## config.mk

```make
export PLATFORM = sky130hd
export DESIGN_NAME = seq_alu
export DESIGN_NICKNAME = d
export VERILOG_FILES = /design/src/rtl/seq_alu_pkg.sv /design/src/rtl/seq_alu_mul.sv /design/src/rtl/seq_alu.sv
export SDC_FILE = /design/constraint.sdc
export NUM_CORES = 1
export LEC_CHECK = 0
export ABC_CLOCK_PERIOD_IN_PS = 5100
export BUFFER_PORTS_ARGS = -buffer_cell sky130_fd_sc_hd__buf_2
export CAP_MARGIN = 20
export CORE_UTILIZATION = 46
export DETAILED_ROUTE_END_ITERATION = 8
export GPL_ROUTABILITY_DRIVEN = 1
export GPL_TIMING_DRIVEN = 1
export PLACE_DENSITY = 0.68
export SLEW_MARGIN = 5
export SYNTH_ARGS = -nofsm -noshare
export SYNTH_HDL_FRONTEND = slang
export SYNTH_SLANG_ARGS = --single-unit
export TNS_END_PERCENT = 50
```

## constraint.sdc

```tcl
create_clock -name clk -period 5.1 [get_ports clk]
set_input_delay 1.02 -clock clk [delete_from_list [all_inputs] [get_ports clk]]
set_output_delay 1.02 -clock clk [all_outputs]
set_load 0.03 [all_outputs]
```

## src/rtl/seq_alu_pkg.sv

```systemverilog
// Shared opcode encodings, FSM states and flag bundle for seq_alu.
// Combinational helpers only; no state, no handshake.
package seq_alu_pkg;

  localparam logic [3:0] OPSEL_NONE = 4'd0;
  localparam logic [3:0] OPSEL_AND  = 4'd1;
  localparam logic [3:0] OPSEL_OR   = 4'd2;
  localparam logic [3:0] OPSEL_XOR  = 4'd3;
  localparam logic [3:0] OPSEL_NEG  = 4'd4;
  localparam logic [3:0] OPSEL_ADD  = 4'd5;
  localparam logic [3:0] OPSEL_SUB  = 4'd6;
  localparam logic [3:0] OPSEL_MUL  = 4'd7;
  localparam logic [3:0] OPSEL_SHL  = 4'd8;
  localparam logic [3:0] OPSEL_SHR  = 4'd9;
  localparam logic [3:0] OPSEL_SRA  = 4'd10;

  typedef enum logic [1:0] {
    ST_IDLE = 2'd0,
    ST_MUL  = 2'd1,
    ST_DONE = 2'd2
  } state_t;

  typedef struct packed {
    logic z;
    logic n;
    logic c;
    logic v;
  } flags_t;

  // Codes above SRA are reserved and behave exactly like NONE.
  function automatic logic [3:0] legal_op(input logic [3:0] op);
    return (op > OPSEL_SRA) ? OPSEL_NONE : op;
  endfunction

endpackage

```

## src/rtl/seq_alu_mul.sv

```systemverilog
// Iterative unsigned shift-add multiplier, one multiplier bit per cycle.
// Latency WIDTH cycles including the start cycle; no backpressure, start only when idle.
module seq_alu_mul #(
  parameter int WIDTH = 32
) (
  input  logic               clk,
  input  logic               rst_n,
  input  logic               start,
  input  logic [WIDTH-1:0]   a,
  input  logic [WIDTH-1:0]   b,
  output logic               busy,
  output logic               done,
  output logic [2*WIDTH-1:0] prod
);

  localparam int CW = $clog2(WIDTH) + 1;

  logic [2*WIDTH-1:0] acc_q, acc_d, mcand_q, mcand_d, addend, acc_nxt;
  logic [WIDTH-1:0]   mplier_q, mplier_d;
  logic [CW-1:0]      cnt_q, cnt_d;
  logic               busy_q, busy_d;

  always_ff @(posedge clk or negedge rst_n) begin
    if (!rst_n) begin
      acc_q    <= '0;
      mcand_q  <= '0;
      mplier_q <= '0;
      cnt_q    <= '0;
      busy_q   <= 1'b0;
    end else begin
      acc_q    <= acc_d;
      mcand_q  <= mcand_d;
      mplier_q <= mplier_d;
      cnt_q    <= cnt_d;
      busy_q   <= busy_d;
    end
  end

  always_comb begin
    addend  = mplier_q[0] ? mcand_q : '0;
    acc_nxt = acc_q + addend;
  end

  // The start cycle already folds in partial product 0, so the counter
  // reaches WIDTH on the (WIDTH-1)th edge after start.
  always_comb begin
    acc_d    = acc_q;
    mcand_d  = mcand_q;
    mplier_d = mplier_q;
    cnt_d    = cnt_q;
    busy_d   = busy_q;
    if (start) begin
      acc_d    = b[0] ? {{WIDTH{1'b0}}, a} : '0;
      mcand_d  = {{(WIDTH-1){1'b0}}, a, 1'b0};
      mplier_d = {1'b0, b[WIDTH-1:1]};
      cnt_d    = CW'(1);
      busy_d   = 1'b1;
    end else if (busy_q) begin
      acc_d    = acc_nxt;
      mcand_d  = mcand_q << 1;
      mplier_d = mplier_q >> 1;
      cnt_d    = cnt_q + CW'(1);
      if (cnt_q == CW'(WIDTH-1)) begin
        busy_d = 1'b0;
      end
    end
  end

  assign busy = busy_q;
  assign done = busy_q && (cnt_q == CW'(WIDTH-1));
  assign prod = acc_nxt;

endmodule

```

## src/rtl/seq_alu.sv

```systemverilog
// Registered valid/ready ALU with flags; MUL iterates in seq_alu_mul.
// Latency 1 cycle (MUL: WIDTH); result held and in_ready low while out_ready is low.
module seq_alu
  import seq_alu_pkg::*;
#(
  parameter int WIDTH = 32
) (
  input  logic             clk,
  input  logic             rst_n,
  input  logic             in_valid,
  output logic             in_ready,
  input  logic [WIDTH-1:0] A,
  input  logic [WIDTH-1:0] B,
  input  logic [3:0]       opsel,
  output logic             out_valid,
  input  logic             out_ready,
  output logic [WIDTH-1:0] R,
  output logic             flag_z,
  output logic             flag_n,
  output logic             flag_c,
  output logic             flag_v
);

  localparam int SW = $clog2(WIDTH);

  state_t               state_q, state_d;
  logic [WIDTH-1:0]     r_q, r_d;
  flags_t               flg_q, flg_d;

  logic [3:0]           op;
  logic                 op_mul, accept;
  logic                 mul_busy, mul_done;
  logic [2*WIDTH-1:0]   mul_prod;

  logic [SW-1:0]        sh;
  logic [WIDTH:0]       sum, diff, shl_x, shr_x, sra_x;
  logic [WIDTH-1:0]     alu_r;
  logic                 alu_c, alu_v;
  flags_t               alu_f;

  assign op     = legal_op(opsel);
  assign op_mul = (op == OPSEL_MUL);
  assign accept = in_valid && in_ready;

  seq_alu_mul #(.WIDTH(WIDTH)) u_mul (
    .clk   (clk),
    .rst_n (rst_n),
    .start (accept && op_mul),
    .a     (A),
    .b     (B),
    .busy  (mul_busy),
    .done  (mul_done),
    .prod  (mul_prod)
  );

  always_ff @(posedge clk or negedge rst_n) begin
    if (!rst_n) begin
      state_q <= ST_IDLE;
    end else begin
      state_q <= state_d;
    end
  end

  always_comb begin
    state_d = state_q;
    case (state_q)
      ST_IDLE: if (accept) state_d = op_mul ? ST_MUL : ST_DONE;
      ST_MUL: begin
        if (mul_done)       state_d = ST_DONE;
        else if (!mul_busy) state_d = ST_IDLE;
      end
      ST_DONE: begin
        if (accept)         state_d = op_mul ? ST_MUL : ST_DONE;
        else if (out_ready) state_d = ST_IDLE;
      end
      default: state_d = ST_IDLE;
    endcase
  end

  always_comb begin
    in_ready  = (state_q == ST_IDLE) || ((state_q == ST_DONE) && out_ready);
    out_valid = (state_q == ST_DONE);
  end

  // Shifts run one bit wider so the last bit shifted out lands in a fixed
  // position; with sh==0 that position holds the zero padding.
  always_comb begin
    sh    = B[SW-1:0];
    sum   = {1'b0, A} + {1'b0, B};
    diff  = {1'b0, A} - {1'b0, B};
    shl_x = {1'b0, A} << sh;
    shr_x = {A, 1'b0} >> sh;
    sra_x = $signed({A, 1'b0}) >>> sh;
    alu_r = '0;
    alu_c = 1'b0;
    alu_v = 1'b0;
    case (op)
      OPSEL_AND: alu_r = A & B;
      OPSEL_OR:  alu_r = A | B;
      OPSEL_XOR: alu_r = A ^ B;
      OPSEL_NEG: alu_r = ~A;
      OPSEL_ADD: begin
        alu_r = sum[WIDTH-1:0];
        alu_c = sum[WIDTH];
        alu_v = (A[WIDTH-1] == B[WIDTH-1]) && (sum[WIDTH-1] != A[WIDTH-1]);
      end
      OPSEL_SUB: begin
        alu_r = diff[WIDTH-1:0];
        alu_c = diff[WIDTH];
        alu_v = (A[WIDTH-1] != B[WIDTH-1]) && (diff[WIDTH-1] != A[WIDTH-1]);
      end
      OPSEL_SHL: begin
        alu_r = shl_x[WIDTH-1:0];
        alu_c = shl_x[WIDTH];
      end
      OPSEL_SHR: begin
        alu_r = shr_x[WIDTH:1];
        alu_c = shr_x[0];
      end
      OPSEL_SRA: begin
        alu_r = sra_x[WIDTH:1];
        alu_c = sra_x[0];
      end
      default: alu_r = '0;
    endcase
    alu_f = '{z: (alu_r == '0), n: alu_r[WIDTH-1], c: alu_c, v: alu_v};
  end

  always_comb begin
    r_d   = r_q;
    flg_d = flg_q;
    if (accept && !op_mul) begin
      r_d   = alu_r;
      flg_d = alu_f;
    end else if ((state_q == ST_MUL) && mul_done) begin
      r_d   = mul_prod[WIDTH-1:0];
      flg_d = '{z: (mul_prod[WIDTH-1:0] == '0), n: mul_prod[WIDTH-1],
                c: |mul_prod[2*WIDTH-1:WIDTH], v: 1'b0};
    end
  end

  always_ff @(posedge clk or negedge rst_n) begin
    if (!rst_n) begin
      r_q   <= '0;
      flg_q <= '0;
    end else begin
      r_q   <= r_d;
      flg_q <= flg_d;
    end
  end

  assign R      = r_q;
  assign flag_z = flg_q.z;
  assign flag_n = flg_q.n;
  assign flag_c = flg_q.c;
  assign flag_v = flg_q.v;

endmodule

```

==> results.md <==
* Cell Int Power at 6.81 mW
* CP startpoint: u_mul.mplier_q[0]$_DFFE_PN0N_
* Clock Latency Late Sink at 0.57 ns
* Post-synthesis simple-gate area fraction at 0.197
* Synth Area in XOR/XNOR at 0.0233
* Post-layout util at 0.530
* CP max FO at 42
* Final Setup Violations at 0
* Die width at 229 um
* Post-synthesis area per instance at just under 8 um2
* DRT iter0 DRCs at 2710
* Final Instance Count excl. Fillers at 3818
* Final period util at 0.974
* Clock power share at 0.122
* Routed len/inst at 28.9 um
* Min cycle time layout at 4.96 ns
* First-pass GRT wire length at 163000 um
* Worst EP required at 5.52 ns
* Synthesized net count at 3239
* Crit end category: register
* IO buf count at between 100 and 150
* Setup TNS at 0 ns
* Worst Hold Class: in -> async
* Outcome: finished, final reports clean
* RePlAce Congestion at 1.07
* Die height at 229 um
* Gr usage total at 0.412
* Fraction of power consumed by sequential logic at 0.212
* Seq cells post-synth at about 200
* Critical path class: reg -> reg
* Synth cell types at 99
* Placed Cells at 3774
* Detailed placer's ending HPWL at 85100 um
* Post-DP Area at 0.0260 mm2
* CP arrival at 5.39 ns
* Area growth syn-to-layout at 13.2%
* CTS tree: done
* Post-synthesis compound-gate area fraction at 0.265
* PwrDens at just over 500 mW/mm2
* R2r setup slk at 0.14 ns
* Asr flop ratio synth at 1.00
* Mapped Area at 0.0236 mm2
* Remaining routing DRC violations at 0
* CTS max path bufs at 3
* Setup Skew at 0.0289 ns
* Final Hold Fails at 0
* Fmax at 201 MHz
* Cts hold-fix bufs at 0
* Critical Path End: flag_c$_DFFE_PN0P_
* Final ANT Viol Nets at 0
* Initial antenna violation count at 14
* Worst reg2reg startpoint: u_mul.mplier_q[0]$_DFFE_PN0N_
* Post-Layout Inst Area at 0.0268 mm2
* FF-to-FF End: flag_c$_DFFE_PN0P_
* Vias per cell at 6.78
* FILL cells at 4954
* Clk sink count at 202
* Initial Utilization at 0.468
* Net Sw Frac at 0.498
* Share of cells above drive strength 1 at 0.160
* Net Switching at around 6.8 mW
* Combinational power share at 0.666
* Total CTS buffers at 25
* WL final at 110000 um
* H-tree depth at 1
* Maxcap violations at 0
* CTS clock-pin slew for the worst setup and hold paths at 0.06 ns
* Worst-margin pin slew at 1.05 ns
* DIE AREA at between 0.05 and 0.06 mm2
* Core ar. at 0.0505 mm2
* Seq/Total Area, Yosys at 0.214
* Setup crit start kind: register
* Vias in the first global route at 25000
* Synth Area in Adders at 0.0920
* Final Max Tran Viols at 0
* Largest net degree at the start of global routing at 148
* Most used DFF post-synth: dfrtp_1
* Mux contribution to synthesized area at 0.145
* RSZ-0062 raised after global routing: false
* Via count at 25900
* Worst VDD drop at roughly 0.48 mV
* Root buffer cell: clkbuf_16
* Fin nets at 3373
* Number of I/O pins at 110
* DR pass1 iterations at 6
* GRT overflow at 0
* Reg2reg path depth at 16
* Largest family of logic cells by synthesized area: compound AO/OA/AOI/OAI gates
* Slew HR at 0.297
* Row count at 82
* Leakage at 12.3 nW
* Post-synth EDFFs at 0
* Ys Warns at 0
* Post-Synthesis Cells at 2995
## layout make-up
class | instances | area, um2 | share of cell area
clock inverters | 3 | 18.8 | 0.000701
repair buffers | 342 | 2510 | 0.0938
clock buffers | 39 | 698 | 0.0261
multi-input cells | 2424 | 17100 | 0.640
well taps | 672 | 841 | 0.0314
inverters | 134 | 503 | 0.0188
diodes | 2 | 5.00 | 0.000187
flip-flops and latches | 202 | 5060 | 0.189
## how the worst min path moves through the flow
stage                                       end  cells past startpoint
finish              u_mul.acc_q[11]$_DFFE_PN0N_                      1
global route                  R[16]$_DFFE_PN0P_                      2
detailed placement            R[11]$_DFFE_PN0P_                      2
floorplan            u_mul.acc_q[0]$_DFFE_PN0P_                      2
CTS                           R[11]$_DFFE_PN0P_                      2
global placement              R[16]$_DFFE_PN0P_                      2
## kinds of logic (layout without fill, tap and decap cells)
| kind of cell | Yosys count | count (layout) |
|---|---|---|
| fa+ha+maj | 172 | 172 |
| flops | 202 | 202 |
| simple gates | 976 | 976 |
| xor+xnor | 63 | 63 |
| buf+inv | 369 | 518 |
| other cells | 0 | 2 |
| mux | 264 | 264 |
| compound gates | 949 | 949 |
## Yosys cell counts, types with 17 or more instances
master / count / area share
a211oi_1: 37 / 0.012
a21o_1: 48 / 0.015
a21oi_1: 283 / 0.060
a221o_1: 19 / 0.0080
a22oi_1: 24 / 0.0076
a31oi_1: 37 / 0.0098
and2_1: 79 / 0.021
and3_1: 17 / 0.0045
buf_1: 18 / 0.0029
buf_2: 30 / 0.0064
clkbuf_1: 177 / 0.028
dfrtp_1: 202 / 0.21
ha_1: 169 / 0.089
inv_1: 131 / 0.021
mux2i_1: 189 / 0.080
mux4_2: 54 / 0.051
nand2_1: 244 / 0.039
nand2b_1: 23 / 0.0061
nand3_1: 69 / 0.015
nand4_1: 34 / 0.0090
nor2_1: 328 / 0.052
nor2b_1: 21 / 0.0056
nor3_1: 55 / 0.012
nor4_1: 24 / 0.0064
o211ai_1: 35 / 0.011
o21a_1: 22 / 0.0070
o21ai_0: 173 / 0.037
o21bai_1: 21 / 0.0067
o221ai_1: 19 / 0.0070
o22ai_1: 32 / 0.0085
o31ai_1: 22 / 0.0070
or2_2: 18 / 0.0048
or3_1: 20 / 0.0053
xnor2_1: 38 / 0.014
xor2_1: 25 / 0.0093
## cells in the final DEF (no fill, tap or decap), types with 32 or more instances in the layout
master,count
ha_1,169
o22ai_1,32
nand4_1,34
a211oi_1,37
nor3_1,54
nand3_1,68
nand2_1,244
dfrtp_1,201
and2_1,79
a21o_1,48
xnor2_1,38
buf_4,219
mux2i_1,189
a21oi_1,283
mux4_2,54
o211ai_1,35
inv_1,131
o21ai_0,173
buf_2,106
nor2_1,325
a31oi_1,37
## power groups by stage
stage / clock network [mW] / logic, mW / registers, mW
final: 1.66 / 9.04 / 2.87
after global routing: 1.74 / 9.79 / 2.94
after CTS: 1.68 / 8.85 / 2.86
after detailed placement: 0 / 8.79 / 2.88
after global placement: 0 / 8.66 / 2.85
after floorplan: 0 / 6.13 / 2.83
## state kept, by name, summed over array words and instances, names as in the netlist
name / count
u_mul.acc_q: 64
u_mul.mcand_q: 63
R: 32
u_mul.mplier_q: 31
u_mul.cnt_q: 6
state_q: 2
flag_c: 1
flag_v: 1
flag_z: 1
u_mul.busy: 1
## critical path, stage by stage, from the launching register on
cell and delay (ns):
dfrtp_1 0.41, buf_12 0.18, nand2_1 0.13, inv_1 0.06
ha_1 0.30, a211oi_1 0.26, o21ai_0 0.32, a211oi_1 0.54
o2111ai_1 0.32, a31oi_1 0.53, o31ai_1 0.27, a221o_1 0.48
xnor2_1 0.27, o2111ai_1 0.17, nor4_1 0.25, a41oi_1 0.15
nand2b_1 0.17
## metal layers
layer,wire length [um],track usage,vias to the layer above,part of all wire
met2,49200,0.654,1543,0.45
met3,10800,0.0938,354,0.098
met5,149,0,-,0.0014
met1,43700,0.528,12600,0.40
met4,6280,0.196,22,0.057
li1,-,-,11400,-
## timing repair
action / CTS / global route
endpoints found under the hold margin: 0 / 0
endpoints found under the setup margin: 0 / 1
setup buffers: 0 / 0
gates resized for setup: 0 / 3
## per-stage QoR
stage                     hold slack, ns  total power [mW]  worst slack [ns]
final                              0.472              13.6             0.135
after global routing               0.508              14.5            0.0356
after CTS                          0.485              13.4             0.179
after detailed placement           0.473              11.7            0.0138
after global placement             0.465              11.5            0.0200
after floorplan                    0.465              8.96             0.213
(Power assumes the default switching activity.)
